<file path="src/rtl/qam_demapper_rx_if.sv">
// qam_demapper_rx_if: sample-in / bits-out handshake bundle for qam_demapper_rx.
//   Upstream side  : mod_switch, i_in, q_in, valid_in, sop -> ready_out
//   Downstream side: bits_out, valid_out, data_idx, eof   <- ready_in
// master = the environment (source + sink), slave = the demapper.
interface qam_demapper_rx_if;
    logic               mod_switch;
    logic signed [15:0] i_in;
    logic signed [15:0] q_in;
    logic               valid_in;
    logic               sop;
    logic               ready_out;
    logic [3:0]         bits_out;
    logic               valid_out;
    logic               ready_in;
    logic [10:0]        data_idx;
    logic               eof;

    modport master (
        output mod_switch, i_in, q_in, valid_in, sop, ready_in,
        input  ready_out, bits_out, valid_out, data_idx, eof
    );

    modport slave (
        input  mod_switch, i_in, q_in, valid_in, sop, ready_in,
        output ready_out, bits_out, valid_out, data_idx, eof
    );
endinterface

</file>
<file path="src/rtl/qam_demapper_rx.sv">
// qam_demapper_rx: strips preamble and pilot carriers from an equalised I/Q
// frame and hard-slices each data carrier to QPSK (2b) or 16-QAM (4b) bits.
// Ports:
//   clk, res   clock, synchronous active-high reset
//   en         global enable; low freezes all state
//   bus        qam_demapper_rx_if.slave (samples in, bits out, valid/ready)
//   dist_acc, dist_valid   per-frame slicing-distance sum (DIST_ACC_EN only)
// Optional feature macro: DIST_ACC_EN.
module qam_demapper_rx #(
    parameter int unsigned LEVEL      = 8192,
    parameter int unsigned FRAME_LEN  = 1024,
    parameter int unsigned PREAMB_LEN = 128,
    parameter int unsigned PILOT_STEP = 8
) (
    input  logic                    clk,
    input  logic                    res,
    input  logic                    en,
    qam_demapper_rx_if.slave        bus
`ifdef DIST_ACC_EN
    ,
    output logic [23:0]             dist_acc,
    output logic                    dist_valid
`endif
);

    localparam int unsigned K_W    = $clog2(FRAME_LEN);
    localparam int unsigned P_W    = (PILOT_STEP > 1) ? $clog2(PILOT_STEP) : 1;
    localparam int unsigned D_W    = 11;
    // Last data carrier: final sample unless it lands on a pilot slot
    localparam int unsigned K_LAST =
        (((FRAME_LEN - 1 - PREAMB_LEN) % PILOT_STEP) != 0) ? FRAME_LEN - 1 : FRAME_LEN - 2;

    localparam logic signed [16:0] TWO_L     = 17'(2 * LEVEL);
    localparam logic signed [16:0] NEG_TWO_L = -TWO_L;

    typedef enum logic [0:0] {IDLE, FRAME} state_t;

    state_t         state_q, state_d;
    logic [K_W-1:0] k_q, k_d;
    logic [P_W-1:0] p_q, p_d;
    logic [D_W-1:0] didx_q, didx_d;

    logic           valid_q;
    logic [3:0]     bits_q;
    logic [D_W-1:0] data_idx_q;
    logic           eof_q;

    logic           accept_c;
    logic           in_frame_c;
    logic [K_W-1:0] k_eff_c;
    logic [P_W-1:0] p_eff_c;
    logic [D_W-1:0] didx_eff_c;
    logic           is_data_c;
    logic           last_c;
    logic signed [16:0] i_x_c, q_x_c;
    logic [3:0]     bits_c;

    // Gray hard decision on one 16-QAM axis
    function automatic logic [1:0] slice_axis(input logic signed [16:0] v);
        logic [1:0] r;
        if (v < NEG_TWO_L)  r = 2'b00;
        else if (v[16])     r = 2'b01;
        else if (v < TWO_L) r = 2'b11;
        else                r = 2'b10;
        return r;
    endfunction

    assign bus.ready_out = en && (!valid_q || bus.ready_in);
    assign bus.valid_out = valid_q;
    assign bus.bits_out  = bits_q;
    assign bus.data_idx  = data_idx_q;
    assign bus.eof       = eof_q;

    // Frame position, pilot phase and data index; sop overrides the stored position
    always_comb begin
        state_d    = state_q;
        k_d        = k_q;
        p_d        = p_q;
        didx_d     = didx_q;
        accept_c   = bus.valid_in && bus.ready_out;
        in_frame_c = bus.sop || (state_q == FRAME);
        k_eff_c    = bus.sop ? '0 : k_q;
        p_eff_c    = bus.sop ? '0 : p_q;
        didx_eff_c = bus.sop ? '0 : didx_q;
        is_data_c  = in_frame_c && (k_eff_c >= K_W'(PREAMB_LEN)) && (p_eff_c != '0);
        last_c     = (k_eff_c == K_W'(K_LAST));
        if (accept_c && in_frame_c) begin
            if (k_eff_c == K_W'(FRAME_LEN - 1)) begin
                state_d = IDLE;
                k_d     = '0;
            end else begin
                state_d = FRAME;
                k_d     = k_eff_c + K_W'(1);
            end
            // Pilot phase holds at 0 through the preamble, then wraps every PILOT_STEP
            if (k_eff_c >= K_W'(PREAMB_LEN))
                p_d = (p_eff_c == P_W'(PILOT_STEP - 1)) ? '0 : p_eff_c + P_W'(1);
            else
                p_d = '0;
            didx_d = is_data_c ? didx_eff_c + D_W'(1) : didx_eff_c;
        end
    end

    // Slicer; 17-bit sign extension keeps the +/-2*LEVEL thresholds representable
    always_comb begin
        i_x_c  = 17'(bus.i_in);
        q_x_c  = 17'(bus.q_in);
        bits_c = bus.mod_switch ? {slice_axis(i_x_c), slice_axis(q_x_c)}
                                : {2'b00, ~i_x_c[16], ~q_x_c[16]};
    end

    // FSM state and frame counters
    always_ff @(posedge clk) begin
        if (res) begin
            state_q <= IDLE;
            k_q     <= '0;
            p_q     <= '0;
            didx_q  <= '0;
        end else begin
            state_q <= state_d;
            k_q     <= k_d;
            p_q     <= p_d;
            didx_q  <= didx_d;
        end
    end

    // Single output register; load and downstream take may coincide
    always_ff @(posedge clk) begin
        if (res) begin
            valid_q    <= 1'b0;
            bits_q     <= '0;
            data_idx_q <= '0;
            eof_q      <= 1'b0;
        end else if (en) begin
            if (accept_c && is_data_c) begin
                valid_q    <= 1'b1;
                bits_q     <= bits_c;
                data_idx_q <= didx_eff_c;
                eof_q      <= last_c;
            end else if (bus.ready_in) begin
                valid_q <= 1'b0;
                eof_q   <= 1'b0;
            end
        end
    end

`ifdef DIST_ACC_EN
    localparam int unsigned A_W = 24;
    localparam int unsigned E_W = 18;
    localparam logic signed [E_W-1:0] L1 = E_W'(LEVEL);
    localparam logic signed [E_W-1:0] L3 = E_W'(3 * LEVEL);

    logic [A_W-1:0] acc_q;
    logic [E_W-1:0] err_c;
    logic [A_W:0]   sum_c;
    logic [A_W-1:0] sat_c;
    logic [1:0]     ib_c, qb_c;

    // Ideal level for a 2-bit Gray code (QPSK reuses codes 01/11)
    function automatic logic signed [E_W-1:0] ideal_lvl(input logic [1:0] b);
        logic signed [E_W-1:0] r;
        case (b)
            2'b00:   r = -L3;
            2'b01:   r = -L1;
            2'b11:   r = L1;
            default: r = L3;
        endcase
        return r;
    endfunction

    function automatic logic [E_W-1:0] abs_err(input logic signed [16:0] v, input logic [1:0] b);
        logic signed [E_W-1:0] d;
        d = E_W'(v) - ideal_lvl(b);
        return d[E_W-1] ? E_W'(-d) : E_W'(d);
    endfunction

    always_comb begin
        ib_c  = bus.mod_switch ? bits_c[3:2] : {bits_c[1], 1'b1};
        qb_c  = bus.mod_switch ? bits_c[1:0] : {bits_c[0], 1'b1};
        err_c = abs_err(i_x_c, ib_c) + abs_err(q_x_c, qb_c);
        sum_c = {1'b0, (bus.sop ? '0 : acc_q)} + (A_W + 1)'(err_c);
        sat_c = sum_c[A_W] ? '1 : sum_c[A_W-1:0];
    end

    // Saturating distance accumulator, dumped and cleared at eof
    always_ff @(posedge clk) begin
        if (res) begin
            acc_q      <= '0;
            dist_acc   <= '0;
            dist_valid <= 1'b0;
        end else if (en) begin
            dist_valid <= 1'b0;
            if (accept_c && is_data_c) begin
                if (last_c) begin
                    dist_acc   <= sat_c;
                    dist_valid <= 1'b1;
                    acc_q      <= '0;
                end else begin
                    acc_q <= sat_c;
                end
            end else if (accept_c && bus.sop) begin
                acc_q <= '0;
            end
        end
    end
`endif

endmodule

</file>
<file path="src/flat_wrapper.sv">
// flat-port wrapper written by rule: the top's interface ports become plain ports
module qam_demapper_rx_flat 
#(
    parameter int unsigned LEVEL      = 8192,
    parameter int unsigned FRAME_LEN  = 1024,
    parameter int unsigned PREAMB_LEN = 128,
    parameter int unsigned PILOT_STEP = 8
)
  (clk, res, en, bus_mod_switch, bus_i_in, bus_q_in, bus_valid_in, bus_sop, bus_ready_in, bus_ready_out, bus_bits_out, bus_valid_out, bus_data_idx, bus_eof);
  qam_demapper_rx_if bus_i ();
  input  logic clk;
  input  logic res;
  input  logic en;
  input wire logic [$bits(bus_i.mod_switch)-1:0] bus_mod_switch;
  input wire logic [$bits(bus_i.i_in)-1:0] bus_i_in;
  input wire logic [$bits(bus_i.q_in)-1:0] bus_q_in;
  input wire logic [$bits(bus_i.valid_in)-1:0] bus_valid_in;
  input wire logic [$bits(bus_i.sop)-1:0] bus_sop;
  input wire logic [$bits(bus_i.ready_in)-1:0] bus_ready_in;
  output wire logic [$bits(bus_i.ready_out)-1:0] bus_ready_out;
  output wire logic [$bits(bus_i.bits_out)-1:0] bus_bits_out;
  output wire logic [$bits(bus_i.valid_out)-1:0] bus_valid_out;
  output wire logic [$bits(bus_i.data_idx)-1:0] bus_data_idx;
  output wire logic [$bits(bus_i.eof)-1:0] bus_eof;
  assign bus_i.mod_switch = bus_mod_switch;
  assign bus_i.i_in = bus_i_in;
  assign bus_i.q_in = bus_q_in;
  assign bus_i.valid_in = bus_valid_in;
  assign bus_i.sop = bus_sop;
  assign bus_i.ready_in = bus_ready_in;
  assign bus_ready_out = bus_i.ready_out;
  assign bus_bits_out = bus_i.bits_out;
  assign bus_valid_out = bus_i.valid_out;
  assign bus_data_idx = bus_i.data_idx;
  assign bus_eof = bus_i.eof;
  qam_demapper_rx #(.LEVEL(LEVEL), .FRAME_LEN(FRAME_LEN), .PREAMB_LEN(PREAMB_LEN), .PILOT_STEP(PILOT_STEP)) u_core (.clk(clk), .res(res), .en(en), .bus(bus_i));
endmodule
</file>
<file path="config.mk">
export PLATFORM = sky130hd
export DESIGN_NAME = qam_demapper_rx_flat
export DESIGN_NICKNAME = d
export VERILOG_FILES = /design/src/rtl/qam_demapper_rx_if.sv /design/src/rtl/qam_demapper_rx.sv /design/src/flat_wrapper.sv
export SDC_FILE = /design/constraint.sdc
export NUM_CORES = 1
export LEC_CHECK = 0
export ABC_AREA = 1
export CAP_MARGIN = 5
export CORE_MARGIN = 3
export CORE_UTILIZATION = 45
export CTS_BUF_LIST = sky130_fd_sc_hd__clkbuf_4 sky130_fd_sc_hd__clkbuf_8 sky130_fd_sc_hd__clkbuf_16
export CTS_CLUSTER_SIZE = 25
export DETAILED_ROUTE_END_ITERATION = 8
export PLACE_DENSITY = 0.76
export SYNTH_ARGS = -nofsm -noshare
export SYNTH_HDL_FRONTEND = slang
export SYNTH_SLANG_ARGS = --single-unit
</file>
<file path="constraint.sdc">
create_clock -name clk -period 2.9 [get_ports clk]
set_input_delay 0.58 -clock clk [delete_from_list [all_inputs] [get_ports clk]]
set_output_delay 0.58 -clock clk [all_outputs]
set_load 0.05 [all_outputs]
</file>
==> summary by stage <==
Synth
The number of nets in the synthesized netlist is 344. The Yosys step of the flow raised 0 warnings. The combined area of all synthesized cells is 2070 um^2. The share of the Yosys chip area taken by registers is 0.405. The count of unique library cells instantiated by Yosys is 29. The cell type with the highest aggregate area in the netlist is dfxtp_1. In the post-synthesis netlist, the biggest area contributors are dfxtp_1 41%, nand2_1 11%, a21oi_1 9.2%. Averaged over all synthesized cells, the footprint is 6.91 um^2. After synthesis the netlist holds a flip-flop and latch count of 42. The share of the synthesized area in the top cell type is 0.405. Synthesis handed over a netlist of 300 instances.

Final layout
The area taken by multi-input logic gates is about 1000 um^2. The area growth from synthesis to layout is 20.8%. The number of antenna cells inserted is 0. The share of post-route cells with drive strength above 1 is 0.0695.

The library cells used most frequently in the layout, excluding fill and tap cells, are 61 x nand2_1, 42 x dfxtp_1, 38 x a21oi_1, 37 x nor2_1, 36 x inv_1. The area taken by flip-flops and latches is approximately 840 um^2. The library cell used most frequently in the layout, excluding fill and tap cells, is nand2_1.

The final net count is 374. The number of fillers in the final layout is 406.

CTS
The buffer count from post-CTS setup fixing is 0. Counting every sink on the clock net gives 42. The maximum clock path buffer count is 2. In this run, CTS created clock tree buffers numbering 5. The count of hold buffers inserted by post-cts repair is 0. The maximum level of the CTS H-tree is 2. The tree is rooted in a clkbuf_8.

Gates resized during post-CTS repair numbered 0. The clock-pin transition on the worst setup and hold timing paths is 80 ps. The clock latency on the worst-skew pair is 300 ps.

The TritonCTS clock tree is done.

Setup path
STA classifies the critical path endpoint as a flop. The cell depth of the worst flop-to-flop path is 10. The worst endpoint data arrival time is ~2700 ps.

The worst flop-to-flop path startpoint is u_core.p_q[0]. The critical register-to-register path endpoint is u_core.bus.data_idx[2]. In this run the register-to-register setup slack is 1000 ps.

The type of the worst setup path is input port to flop. Data on the critical path is required at its endpoint by 3130 ps. The worst setup path is launched from an input port.

Along the worst path, the maximum fanout reaches 19.

Global routing
The initial antenna violation count is 0. The total grt overflow is 0. The number of global-route vias before repair is 1824. The first global-routing pass estimated 8000 um of wire. The maximum number of pins on one net before global-route repair is 26. Across every metal layer, demand over resource in global routing totals 0.187.

Die
The number of core rows is 24. The vertical die dimension is 73.9 um. The starting density of the core is 0.470. The number of top-level pins is between 50 and 60.

The area inside the core boundary is 4410 um^2. From left edge to right edge, the die measures 73.9 um. The die covers 5460 um^2.

Placed design
The setup slack at placement is ~55 ps. The total half-perimeter wirelength after legalization and detailed placement is ~3300 um. Input and output buffers added on the ports amount to 28. The global placer's final weighted congestion is 0.883.

Hold path
The start point of the worst min-delay path is u_core.p_q[1]. The worst min-delay path category is flop to flop. For hold timing, the worst endpoint is u_core.p_q[1].

The worst hold path was traced through 2 stages.

Drt
For this run, design rule violations remaining after detail routing come to 0. The post-detailed-routing wire length is 4720 um. The average routed wire per standard cell is 12.3 um. The DRC violation total after the first TritonRoute iteration is 63.

The number of detailed-routing iterations run before antenna repair is 4. The routed layout has 2001 vias. The average vias per placed instance is 5.22.

The count of nets left with antenna violations once routing finished came out at 0.

Power
The completed layout was analyzed and its total power is 1110 uW. The total power divided by cell area is 445 nW/um^2. The leakage power total is 0.000950 uW. The worst-case IR drop observed on VDD is 0.341 mV.

STA
Once routing completed, OpenROAD measured the worst setup slack at 386 ps. Of the available clock period, the critical path in the final layout requires 0.867. The number of max-slew violations in the final report came to 0. For the final routed database, the setup TNS stands at 0 ps. The count of endpoints failing setup in the final report is 0. The shortest clock period the worst path allows after layout is 2510 ps.

The clock arrives with 7.72 ps of skew. Setup repair after global routing left no endpoint under its margin. Based on the critical path, the design can be clocked at up to 398 MHz. The number of failing hold endpoints at the final stage was 0. The worst max-slew margin expressed relative to the limit is 0.537. At the pin with the least slew margin, the transition time is 693 ps.

Outcome
The run finished with clean final reports.

Flow run
The tool flagged a number of max-cap violations equal to 0.
==> how the worst max path moves through the flow <==
| stage | startpoint | endpoint | slack (ps) | depth (start not counted) |
|---|---|---|---|---|
| 2_1_floorplan | bus_ready_in | u_core.bus.data_idx[1] | 920 | 9 |
| 3_3_place_gp | bus_sop | u_core.bus.data_idx[4] | 110 | 10 |
| 3_5_place_dp | bus_sop | u_core.bus.data_idx[5] | 50 | 10 |
| 4_1_cts | bus_sop | u_core.bus.data_idx[2] | 360 | 10 |
| 5_1_grt | bus_sop | u_core.bus.data_idx[2] | 200 | 10 |
| 6_report | bus_sop | u_core.bus.data_idx[2] | 390 | 10 |
==> stage by stage <==
step                instances   util  cell area [um^2]  hold WS [ps]
floorplan                 300      -              2070           445
global placement          375  0.543              2400           452
detailed placement        375  0.543              2400           459
CTS                       383  0.568              2510           471
global route              383  0.568              2510           491
finish                    383  0.568              2510           469
==> cells by family after synthesis <==
logic type | after synthesis | synth area share
adders and majority gates | 5 | 0.0302
buffers and inverters | 49 | 0.101
DFF | 42 | 0.405
AOI/OAI and AO/OA | 69 | 0.172
and+or+nand+nor | 132 | 0.279
xor gates and xnor gates | 3 | 0.0127
==> final cells by class <==
cell class              instances  area share
multi-input cells             209       0.408
flip-flops and latches         42       0.335
repair buffers                 34       0.129
inverters                      38      0.0579
clock buffers                   5      0.0275
well taps                      52      0.0260
clock inverters                 3      0.0160
==> layer usage <==
metal	GRT usage	vias to the layer above	wire length [um]
met3	0.0492	6	205
met4	0.0483	0	55
li1	-	1035	-
met5	0	-	0
met2	0.310	38	2190
met1	0.240	922	2270
==> registers in the layout, indices dropped and copies added, names as in the netlist <==
register,count
u_core.bus.bits_out,4
u_core.bus.valid_out,1
u_core.bus.data_idx,11
u_core.bus.eof,1
u_core.state_q,1
u_core.didx_q,11
u_core.k_q,10
u_core.p_q,3
==> cells in the mapped netlist <==
| cell type | number |
|---|---|
| dfxtp_1 | 42 |
| xnor2_1 | 2 |
| nor2_1 | 37 |
| nand2_1 | 61 |
| nor3b_1 | 1 |
| nand4_1 | 9 |
| inv_4 | 1 |
| inv_2 | 1 |
| clkbuf_1 | 3 |
| nand2_2 | 2 |
| a211oi_1 | 2 |
| buf_6 | 2 |
| inv_1 | 36 |
| nor3_2 | 1 |
| nor3_1 | 3 |
| buf_1 | 1 |
| o21ai_0 | 24 |
| or2_1 | 1 |
| nand3_2 | 1 |
| o31ai_1 | 2 |
| a21oi_1 | 38 |
| buf_2 | 4 |
| nand3_1 | 14 |
| buf_4 | 1 |
| o21ai_1 | 2 |
| xor2_1 | 1 |
| a31oi_1 | 1 |
| nor2_4 | 2 |
| ha_1 | 5 |
==> power breakdown <==
part / leakage, uW / internal (uW) / total (uW) / switching (uW)
Clock: 0.0000579 / 254 / 468 / 214
Sequential: 0.000338 / 578 / 580 / 1.73
Combinational: 0.000553 / 25.9 / 66.6 / 40.8
==> critical path: stages <==
cell and delay, ps:
clkdlybuf4s50_1 570, inv_4 230, nand2_1 100, ha_1 180
nand2_1 120, nand2_2 110, nor2_4 300, buf_4 280
o21ai_0 100, a21oi_1 170
(Power assumes the default switching activity.)
